`src/rtl/arbitro_alu.sv`:
```
`default_nettype none
// ============================================================================
//  Module   : arbitro_alu
//  Purpose  : Shares one external combinational ALU between two requesters.
//             Requests are granted round-robin, operands are registered onto
//             the ALU inputs, the ALU result is captured one cycle later and
//             returned, tagged with the requester id, on a valid/ready
//             response channel.
//  Ports    : clk, rst_n (synchronous, active-low)
//             req0_*/req1_* : valido/listo handshake plus op, a, b
//             alu_a, alu_b, alu_sel        : registered ALU inputs
//             alu_resultado, alu_cero      : ALU result and zero flag
//             resp_valido/resp_listo       : response handshake
//             resp_id, resp_resultado, resp_cero : response payload
//  Revision : 1.0  initial release
// ============================================================================
module arbitro_alu #(
    parameter int ANCHO = 32
) (
    input  logic             clk,
    input  logic             rst_n,
    input  logic             req0_valido,
    output logic             req0_listo,
    input  logic [2:0]       req0_op,
    input  logic [ANCHO-1:0] req0_a,
    input  logic [ANCHO-1:0] req0_b,
    input  logic             req1_valido,
    output logic             req1_listo,
    input  logic [2:0]       req1_op,
    input  logic [ANCHO-1:0] req1_a,
    input  logic [ANCHO-1:0] req1_b,
    output logic [ANCHO-1:0] alu_a,
    output logic [ANCHO-1:0] alu_b,
    output logic [2:0]       alu_sel,
    input  logic [ANCHO-1:0] alu_resultado,
    input  logic             alu_cero,
    output logic             resp_valido,
    input  logic             resp_listo,
    output logic             resp_id,
    output logic [ANCHO-1:0] resp_resultado,
    output logic             resp_cero
);

    typedef enum logic [1:0] {
        LIBRE   = 2'd0,
        EJECUTA = 2'd1,
        ENTREGA = 2'd2
    } estado_t;

    estado_t r_estado;
    estado_t w_estado_sig;
    logic    r_prioridad;   // requester that wins when both are valid
    logic    r_id;          // requester of the operation in flight
    logic    w_hay;         // at least one requester is valid
    logic    w_id;          // requester chosen by the arbiter
    logic    w_acepta;      // a request transfers at the next edge

    // Round-robin choice: a lone requester always wins, a tie goes to r_prioridad.
    always_comb begin
        w_hay = req0_valido | req1_valido;
        w_id  = 1'b0;
        if (req0_valido && req1_valido) begin
            w_id = r_prioridad;
        end else if (req1_valido) begin
            w_id = 1'b1;
        end
    end

    always_ff @(posedge clk) begin
        if (!rst_n) begin
            r_estado <= LIBRE;
        end else begin
            r_estado <= w_estado_sig;
        end
    end

    // Listo is gated by rst_n so no transfer can be signalled while in reset.
    always_comb begin
        w_estado_sig = r_estado;
        req0_listo   = 1'b0;
        req1_listo   = 1'b0;
        case (r_estado)
            LIBRE: begin
                if (w_hay && rst_n) begin
                    req0_listo   = ~w_id;
                    req1_listo   = w_id;
                    w_estado_sig = EJECUTA;
                end
            end
            EJECUTA: begin
                w_estado_sig = ENTREGA;
            end
            ENTREGA: begin
                if (resp_listo) begin
                    w_estado_sig = LIBRE;
                end
            end
            default: begin
                w_estado_sig = LIBRE;
            end
        endcase
    end

    // Grant only ever selects a valid requester, so any listo means transfer.
    assign w_acepta = req0_listo | req1_listo;

    always_ff @(posedge clk) begin
        if (!rst_n) begin
            r_prioridad    <= 1'b0;
            r_id           <= 1'b0;
            alu_a          <= '0;
            alu_b          <= '0;
            alu_sel        <= 3'b000;
            resp_valido    <= 1'b0;
            resp_id        <= 1'b0;
            resp_resultado <= '0;
            resp_cero      <= 1'b0;
        end else begin
            if (w_acepta) begin
                alu_sel <= w_id ? req1_op : req0_op;
                alu_a   <= w_id ? req1_a  : req0_a;
                alu_b   <= w_id ? req1_b  : req0_b;
                r_id    <= w_id;
            end
            // ALU inputs have been stable for a full cycle here.
            if (r_estado == EJECUTA) begin
                resp_resultado <= alu_resultado;
                resp_cero      <= alu_cero;
                resp_id        <= r_id;
                resp_valido    <= 1'b1;
            end
            // Hand priority to the other side once the response is consumed.
            if ((r_estado == ENTREGA) && resp_listo) begin
                resp_valido <= 1'b0;
                r_prioridad <= ~resp_id;
            end
        end
    end

endmodule
`default_nettype wire

```
`config.mk`:
```
export PLATFORM = sky130hd
export DESIGN_NAME = arbitro_alu
export DESIGN_NICKNAME = d
export VERILOG_FILES = /design/src/rtl/arbitro_alu.sv
export SDC_FILE = /design/constraint.sdc
export NUM_CORES = 1
export LEC_CHECK = 0
export CAP_MARGIN = 20
export CORE_UTILIZATION = 35
export DETAILED_ROUTE_END_ITERATION = 8
export GPL_ROUTABILITY_DRIVEN = 0
export MAX_ROUTING_LAYER = met4
export PLACE_DENSITY = 0.69
export SLEW_MARGIN = 0
export SYNTH_ARGS = -nofsm -noshare
export SYNTH_HDL_FRONTEND = slang
export SYNTH_SLANG_ARGS = --single-unit
```
`constraint.sdc`:
```
create_clock -name clk -period 1.7 [get_ports clk]
set_input_delay 0.255 -clock clk [delete_from_list [all_inputs] [get_ports clk]]
set_output_delay 0.255 -clock clk [all_outputs]
set_load 0.02 [all_outputs]
```
==> flow_summary.ini <==
[timing]
skew_ps = 7.135
worstMarginPinSlew_ps = 930.1
rsz0062_at_grt = yes
setup_tns_ps = 0
setup_viol = 0
fmax_ghz = 0.5985
post-route-period-util_pct = 98.29
fin_ws_ps = 29.05
relSlewSlack_pct = 38.00
drv_slew = 0
hold_viol = 0
post-route-min-period_ps = 1671

[setup_path]
cp.required_ps = 1930
crit_type = reg2reg
crit_slowest_cell = nor4b_1
crit_path_end_kind = flip-flop
worst_ep_arrival_time_ps = 1900
critPathMaxFanout = 38
timing.rr.start = r_estado[0]$_SDFFE_PN0P_
critPathLaunchType = flip-flop
cp_cell_sequence = buf_4, or2_4, buf_12, nor4b_1, nor4b_2
slowest_delay_ps = 400
crit_start = r_estado[0]$_SDFFE_PN0P_

[placement]
placed_cell_area_um2 = 8187
dp_slack_ps = -274.5
dp_hpwl_um = 12340
numPortBuffers = 275

[detailed_routing]
dr.pass1.iters = 4
wl_um = 19220
drt-wirelength-per-cell_um = 19.25
first_iter_violations = 262
drc = 0
num_vias = 5446
antenna_left = 0
vias_per_cell = 5.457

[clock_tree]
post-cts-setup-buffers = 0
clkTransAtPathRegs_ps = 80
cts_htree_levels = 3
clk_root_buffer_cell = clkbuf_16
clock_sinks = 106
cts_tree = built
clock_path_buffers = 2
clk-insertion-delay-late_ps = 350
numCtsBuffers = 9

[power]
p_leak_nw = 2.936
max-vdd-ir-drop_uv = 434.5
p_per_area_nw_per_um2 = 868.2

[cells_and_area]
area_delta_synth_final_pct = 62.00
post-route-util_pct = 57.68
stdcell_area_um2 = 8736
diodes = 0
layout-drive-gt1-share_pct = 15.93
nets = 977

[global_routing]
grt_pass1_wl_um = 29350
grt_pass1_vias = 5661
grt_max_degree = 107
track_usage_pct = 23.86
antenna_found_initial = 0
overflow = 0

[synth]
avgSynthCellArea_um2 = 9.477
synth_cell_types = 24
netlist_instances = 569
ys_seq_elements = 106
synthesis.area_um2 = 5393
ys_warn_count = 0
syn-num-nets = 741
ys_seq_area_share_pct = 39.35

[die]
fp-row-count = 45
ios = 276
fp.coreArea_um2 = 15150
initial_core_util_pct = 35.61
chipWidth_um = 126.1
dieArea_um2 = 15910
die_h_um = 126.1

[min_path]
hold_path.class = in2reg
min_from = alu_resultado[23]

[job]
max_cap_violations = 0

[outcome]
status = finished clean
==> logic make-up after synthesis <==
family                 Yosys count  share of synthesized area (%)
buffers and inverters           72                          8.654
and+or+nand+nor                285                          40.26
AOI/OAI and AO/OA              106                          11.74
DFF                            106                          39.35
==> layout make-up <==
type	instances	area, µm²
Sequential cell	106	2122
Multi-Input combinational cell	392	3030
Timing Repair Buffer	296	3047
Clock buffer	10	229.0
Tap cell	188	235.2
Fill cell	1280	6410
Clock inverter	6	72.57
==> path summary, 6_finish.rpt <==
path	to	slack (ps)	cells after the start
worst max-delay path	alu_sel[0]$_SDFFE_PN0P_	30	5
worst min register to register	resp_resultado[8]$_SDFFE_PN0N_	470	2
worst min-delay path	resp_resultado[23]$_SDFFE_PN0N_	460	3
worst max register to register	alu_sel[0]$_SDFFE_PN0P_	30	5
==> flip-flops by register name, summed over array words and instances, names as in the netlist <==
signal and flops:
resp_cero 1, alu_b 32, r_prioridad 1, r_id 1, resp_valido 1, resp_resultado 32
resp_id 1, alu_a 32, r_estado 2, alu_sel 3
==> routing by layer <==
layer	GRT usage [%]	routed length, µm	vias to the layer above
met4	10.99	535	0
met5	-	0	-
met2	41.92	9623	215
met1	26.59	8030	2608
li1	-	-	2583
met3	3.568	1026	40
==> cells in the mapped netlist, drive strengths merged <==
cell    instances  area share (%)
nor4b         134              27
dfxtp         106              39
nand2          70             4.9
a21oi          67             6.2
nor3           67             6.2
buf            46             6.8
a21boi         35             4.9
clkbuf         26             1.8
nor3b           4            0.65
nor2            3            0.21
nor2b           2            0.23
o21a            2            0.28
or2             2            0.23
a21bo           1            0.19
and3            1            0.12
and3b           1            0.16
nand2b          1            0.12
o211a           1            0.19
==> worst max-delay path: cells and delay by family (launching register included) <==
| family | cells | cell delay (ps) |
|---|---|---|
| buffers and inverters | 2 | 380 |
| DFF | 1 | 340 |
| and+or+nand+nor | 3 | 820 |
==> what timing repair did <==
action / 4_1_cts / 5_1_grt
resized for setup: 11 / 34
pin swaps: 0 / 1
endpoints found under the setup margin: 10 / 49
hold buffers: 0 / 0
gates cloned: 0 / 2
==> power breakdown <==
| part | internal, W | switching, W | total, W |
|---|---|---|---|
| registers | 0.00274 | 0.000147 | 0.00289 |
| logic | 0.00128 | 0.00125 | 0.00252 |
| clock network | 0.00116 | 0.00101 | 0.00217 |
| total | 0.00518 | 0.00240 | 0.00758 |
==> per-stage QoR <==
step / power, W / hold WS [ps] / cells
after CTS: 0.007578 / 448.0 / 996
final: 0.007585 / 463.4 / 998
after detailed placement: 0.005375 / 457.9 / 980
after global routing: 0.007952 / 465.2 / 998
after floorplan: 0.004252 / 399.9 / 569
after global placement: 0.005319 / 443.3 / 980
==> cell usage in the layout, fill, tap and decap left out, types with 2 or more instances in the layout <==
master,instances
o21a_1,2
nor2_1,2
buf_2,3
buf_16,2
dfxtp_1,106
a21oi_1,67
buf_12,7
nor4b_2,81
nor3b_1,3
clkdlybuf4s50_1,271
buf_4,9
nand2_1,70
clkbuf_16,10
inv_6,3
nor4b_1,53
or2_2,2
a21boi_0,35
nor3_1,67
(Power assumes the default switching activity.)
